### config.mk
export PLATFORM = sky130hd
export DESIGN_NAME = mult_mux
export DESIGN_NICKNAME = d
export VERILOG_FILES = /design/src/rtl/mult_mux.sv
export SDC_FILE = /design/constraint.sdc
export NUM_CORES = 1
export LEC_CHECK = 0
export CORE_MARGIN = 2
export CORE_UTILIZATION = 55
export CTS_BUF_LIST = sky130_fd_sc_hd__clkbuf_16
export DETAILED_ROUTE_END_ITERATION = 16
export GPL_TIMING_DRIVEN = 0
export PLACE_DENSITY = 0.88
export SETUP_SLACK_MARGIN = 0.2
export SYNTH_ARGS = -nofsm -noshare
export SYNTH_HDL_FRONTEND = slang
export SYNTH_SLANG_ARGS = --single-unit
export TNS_END_PERCENT = 10
### constraint.sdc
create_clock -name clock -period 11 [get_ports clock]
set_input_delay 3.3 -clock clock [delete_from_list [all_inputs] [get_ports clock]]
set_output_delay 3.3 -clock clock [all_outputs]
set_load 0.005 [all_outputs]
### src/rtl/mult_mux.sv
// Registered select-and-multiply stage feeding the convolution accumulator.
// Define MULT_MUX_SIGNED_EN for two's-complement operands; default build is unsigned.
module mult_mux #(
  parameter int DATA_W = 8
) (
  input  logic                  clock,
  input  logic                  reset,
  input  logic                  in_valid_i,
  input  logic [1:0]            sel_i,
  input  logic [DATA_W-1:0]     a0_i,
  input  logic [DATA_W-1:0]     k0_i,
  input  logic [DATA_W-1:0]     a1_i,
  input  logic [DATA_W-1:0]     k1_i,
  input  logic [DATA_W-1:0]     a2_i,
  input  logic [DATA_W-1:0]     k2_i,
  output logic [2*DATA_W-1:0]   product_o,
  output logic                  out_valid_o,
  output logic                  sel_err_o
);

  localparam int PROD_W = 2 * DATA_W;

  logic [DATA_W-1:0] op_a;
  logic [DATA_W-1:0] op_k;
  logic [PROD_W-1:0] mul_res;
  logic [PROD_W-1:0] product_d, product_q;
  logic              sel_err_d, sel_err_q;
  logic              out_valid_q;

  always_comb begin
    op_a      = '0;
    op_k      = '0;
    sel_err_d = 1'b0;
    unique case (sel_i)
      2'd0: begin op_a = a0_i; op_k = k0_i; end
      2'd1: begin op_a = a1_i; op_k = k1_i; end
      2'd2: begin op_a = a2_i; op_k = k2_i; end
      default: sel_err_d = 1'b1;
    endcase
  end

`ifdef MULT_MUX_SIGNED_EN
  // Sign-extend to full product width so the low PROD_W bits are the exact signed result.
  logic signed [PROD_W-1:0] op_a_ext;
  logic signed [PROD_W-1:0] op_k_ext;
  assign op_a_ext = PROD_W'($signed(op_a));
  assign op_k_ext = PROD_W'($signed(op_k));
  assign mul_res  = op_a_ext * op_k_ext;
`else
  logic [PROD_W-1:0] op_a_ext;
  logic [PROD_W-1:0] op_k_ext;
  assign op_a_ext = {{DATA_W{1'b0}}, op_a};
  assign op_k_ext = {{DATA_W{1'b0}}, op_k};
  assign mul_res  = op_a_ext * op_k_ext;
`endif

  // The "no pair" code must never leak a product, even if the operand mux changes.
  assign product_d = sel_err_d ? '0 : mul_res;

  always_ff @(posedge clock) begin
    if (reset) begin
      product_q   <= '0;
      out_valid_q <= 1'b0;
      sel_err_q   <= 1'b0;
    end else if (in_valid_i) begin
      product_q   <= product_d;
      out_valid_q <= 1'b1;
      sel_err_q   <= sel_err_d;
    end else begin
      out_valid_q <= 1'b0;
    end
  end

  assign product_o   = product_q;
  assign out_valid_o = out_valid_q;
  assign sel_err_o   = sel_err_q;

endmodule

# Yosys cells after proc, flatten, opt, wreduce, memory -nomap -nowiden
# Index checks and enable logic that the tools add are counted.
# W data, S select, Z words.
dict set report word_totals {
  reg_bits 18
  latch_bits 0
  mem_bits_rw 0
  romBits 0
  input_bits 53
  out_inout_bits 18
  elab_cells 13
  mem_count 0
}
dict set report op_classes {
  addsub 0
  mul 1
  n_div 0
  magnitude_cmp 0
  n_eq_ne 2
  shifts 0
  mux 5
  bitwise_logic 0
  reduce_logical 2
}
# cell n
set ops {}
lappend ops {{$pmux W8 S3} 2}
lappend ops {{$mul A8 B8 Y16} 1}
lappend ops {{$mux W16} 1}
lappend ops {{$reduce_or A3 Y1} 1}
lappend ops {{$eq A2 B1 Y1 const B} 1}
lappend ops {{$eq A2 B2 Y1 const B} 1}
lappend ops {{$logic_not A2 Y1} 1}
lappend ops {{$mux W1} 2}

# Depth between registers and ports, before layout
dict set report depth {
  word_depth 4
  mapped_depth 20
  depth_no_buf 18
}

# Worst setup path before layout
# No wires, ideal clock.
dict set report synth_timing {
  kind {input-to-reg}
  from {input port sel_i[0]}
  to {register product_q[12], in the netlist product_o[12]}
  setup_time_ns 0.117
  t_arrival_ns 8.074
  t_required_ns 10.883
  setup_slack_ns 2.808
  stages 18
  n_path_buf 2
  path_cell_list {buf_2 > nor2b_1 > buf_2 > a21oi_1 > or2_2 > fa_1 > fa_1 > inv_1 > fa_1 > inv_1 > fa_1 > inv_1 > ha_1 > a21oi_2 > and2_1 > a211oi_1 > or4_1 > a32o_1}
}
dict set report synth_between {
  elab_chain_len 4
  word_cells_on_any_way 8
  cone_classes {mul: 1; eq/ne: 2; mux: 3; reduce/logical: 2}
}
# item line
set synth_rtl {}
lappend synth_rtl {{from (decl)} 9} ;# input logic [1:0] sel_i,
lappend synth_rtl {{$eq A2 B2 Y1 (tied with other cells)} 34} ;# unique case (sel_i)
lappend synth_rtl {{$pmux W8 S3} 34}
lappend synth_rtl {{$mul A8 B8 Y16} 54} ;# assign mul_res = op_a_ext * op_k_ext;
lappend synth_rtl {{$mux W16 *} 58} ;# assign product_d = sel_err_d ? '0 : mul_res;
lappend synth_rtl {{to (signal assigned)} 66} ;# product_q <= product_d;
lappend synth_rtl {{to (decl)} 26} ;# logic [PROD_W-1:0] product_d, product_q;
# Every way passes the cells marked *; elsewhere a longest branch is shown, timed or not.
# A chain may end at the register's enable or synchronous reset.

# Final worst setup path
dict set report layout_timing {
  from {input port sel_i[1]}
  to {register product_q[12], in the netlist product_o[12]}
}
# Same word-level chain as after synthesis.

==> results.ini <==
[synthesis]
syn_inst = 361
synth.largest_area_cell = fa_1
synth.distinct_cells = 40
syn-cell-area_um2 = 2970
yosysTopAreaCellShare = 0.243
syn_area_per_cell_um2 = 8.21
synth.area.top_cells = fa_1 (24%), ha_1 (15%), dfxtp_1 (12%), nor2_1 (10%), inv_1 (6.5%)
synth_nets = 486
ys_seq_area_frac = 0.122
synth_seq_cells = 18
yosys_warnings = 0

[detailed_routing]
drc = 0
dr.pass1.iters = 4
wl_per_cell_um = 14.9
wirelength_mm = 7.53
drtAntennaViolNets = 0
vias = 2803
dr.first_iter.drc_count = 211
via_per_inst = 5.56

[setup_path]
worstReg2RegEnd = product_o[1]
reg2regPathDepth = 3
critPathRequiredTime_ps = 11140
cp-start-kind = input pin
arrival_ps = 9190
crit_fanout = 10
timing.rr.start = product_o[1]
r2r_slack_ps = 10240
critPathKind = in2reg
cp-end-kind = register

[placement]
dp_hpwl_mm = 6.08
port_buffers = 69
gp_congestion = 0.946
dp.cells = 500
place_area_um2 = 3740

[pwr]
powerDensity_nw_per_um2 = 113
irDropWorstVdd_v = 0.000122
power_mw = 0.432
p_leak_nw = 1.88

[global_route]
grt_pass1_vias = 2836
antenna_found_initial = 0
grt_max_degree = 11
grt_first_pass_wirelength_mm = 13.0
grt_usage = 0.264
overflow = 0

[run]
drv_cap = 0

[cts]
cts_root_buffer = clkbuf_16
clk_latency_ps = 250
clkTransAtPathRegs_ps = 50
clock-sinks = 18
clockBufferDepth = 2
cts_tree = done
cts_resized = 0
postCtsSetupRepairBufs = 0
ctsHoldBuffers = 0
ctsHtreeMaxLevel = 1
cts_inserted_buffers = 3

[timing]
drv_slew = 0
setup_viol = 0
rsz0062_at_grt = no
fmax_mhz = 111
timing.setup.tns_ps = 0
relSlewSlack = 0.474
finalHoldViolCount = 0
fin_crit_ps = 9050
clock_skew_ps = 0
worst_pin_slew_ps = 788
post-route-period-util = 0.823

[floorplanning]
row_count = 26
core_um2 = 5140
die_w_um = 77.4
dieArea_um2 = 5990
die_h_um = 77.4
initial_utilization = 0.577
ios = 71

[run_status]
status = finished, final reports clean

[cells_and_area]
area_growth_syn_to_layout_pct = 28.9
final_core_util = 0.744
finalInstanceArea_um2 = 3820
nets = 560
antenna_cells = 0
fin_cells = 504
drive_gt1_frac = 0.0530
nFillCells = 410

[min_path]
whs_endpoint = product_o[13]
min_from = product_o[13]
min_path_cells = 1
hp-class = reg2reg

==> flip-flops by register name (all words and copies together), names as in the netlist <==
name / flops
product_o: 16
out_valid_o: 1
sel_err_o: 1
==> through the flow <==
stage               hold slack, ps  setup slack (ps)
floorplan                      462              2810
global placement               455              1800
detailed placement             460              1760
CTS                            475              1990
global route                   490              1590
finish                         470              1950
==> placed cells by master (no fill, tap or decap), types with 2 or more instances in the layout <==
| master | n |
|---|---|
| or2_2 | 12 |
| nor2b_1 | 10 |
| nand3_1 | 3 |
| a21oi_1 | 30 |
| o21ai_0 | 6 |
| xor2_1 | 3 |
| inv_1 | 51 |
| nand2_1 | 6 |
| o211ai_1 | 2 |
| fa_1 | 36 |
| dfxtp_1 | 18 |
| ha_1 | 36 |
| mux2i_1 | 17 |
| nor2_1 | 80 |
| nand4_1 | 3 |
| clkbuf_16 | 3 |
| xnor2_1 | 2 |
| buf_2 | 4 |
| a21o_1 | 7 |
| a22o_1 | 2 |
| clkbuf_1 | 3 |
| and3_1 | 3 |
| clkdlybuf4s50_1 | 69 |
| or3_1 | 4 |
| o21a_1 | 2 |
| a211oi_1 | 2 |
| a32o_1 | 4 |
==> report_power, final <==
part / switching (mW) / internal (mW) / total, mW
Clock: 0.0240 / 0.0483 / 0.0723
Sequential: 0.00467 / 0.0749 / 0.0795
Combinational: 0.153 / 0.127 / 0.280
==> worst max-delay path: stages <==
cell,delay [ps]
clkdlybuf4s50_1,470
buf_2,250
clkbuf_1,370
nor2_1,90
a21oi_1,560
or2_2,240
fa_1,450
fa_1,540
inv_1,60
fa_1,540
inv_1,60
fa_1,540
inv_1,50
ha_1,380
a21oi_2,230
and2_1,210
a211oi_1,110
or4_1,480
a32o_1,250
==> cell families (layout without fill, tap and decap cells) <==
| family | after synthesis | count (layout) | share of synthesized area |
|---|---|---|---|
| flops | 18 | 18 | 0.122 |
| simple gates | 127 | 127 | 0.196 |
| buf+inv | 59 | 132 | 0.0789 |
| xor+xnor | 5 | 5 | 0.0148 |
| compound gates | 63 | 63 | 0.137 |
| fa+ha+maj | 72 | 72 | 0.395 |
| mux | 17 | 17 | 0.0574 |
==> cell usage after synthesis <==
| cell | instances |
|---|---|
| nor2b_1 | 10 |
| nand2_1 | 6 |
| buf_2 | 4 |
| xor2_1 | 3 |
| a31o_2 | 1 |
| o21ai_0 | 6 |
| and3_1 | 3 |
| nand3_1 | 3 |
| nor2_1 | 80 |
| and3b_1 | 1 |
| a21o_1 | 7 |
| dfxtp_1 | 18 |
| o21bai_1 | 1 |
| ha_1 | 36 |
| and4_1 | 1 |
| mux2i_1 | 17 |
| o211ai_1 | 2 |
| fa_1 | 36 |
| xnor2_1 | 2 |
| or4_1 | 1 |
| a21oi_1 | 30 |
| inv_1 | 51 |
| nand2b_1 | 1 |
| o21a_1 | 2 |
| and2_1 | 1 |
| a22o_1 | 2 |
| o32a_1 | 1 |
| or2_2 | 12 |
| buf_6 | 1 |
| a32o_1 | 4 |
| nor3_1 | 1 |
| clkbuf_1 | 3 |
| a211oi_1 | 2 |
| o31ai_1 | 1 |
| a31oi_1 | 1 |
| or3_1 | 4 |
| a21oi_2 | 1 |
| a221o_1 | 1 |
| a21boi_2 | 1 |
| nand4_1 | 3 |
==> worst max-delay path by stage <==
stage | to | start | depth (start not counted) | slack, ps
floorplan | product_o[12] | sel_i[0] | 18 | 2810
global placement | product_o[14] | sel_i[1] | 18 | 1800
detailed placement | product_o[14] | sel_i[1] | 18 | 1760
CTS | product_o[14] | sel_i[1] | 18 | 1990
global route | product_o[12] | sel_i[1] | 19 | 1590
finish | product_o[12] | sel_i[1] | 19 | 1950
==> cell type report <==
class	count	area (um^2)	share of cell area
multi-input combinational	284	2370	0.620
clock buffer	3	75.1	0.0196
inverter	51	191	0.0501
sequential	18	360	0.0943
buffer	8	42.5	0.0111
tap	70	87.6	0.0229
timing repair buffer	69	691	0.181
clock inverter	1	3.75	0.000982
==> layer usage <==
metal	up-vias	global-route usage	wire length, um
li1	1332	-	-
met1	1335	0.335	3160
met2	125	0.459	3710
met3	11	0.0500	559
met4	0	0.0768	99
met5	-	0	0
Power figures use the tool's default switching activity.
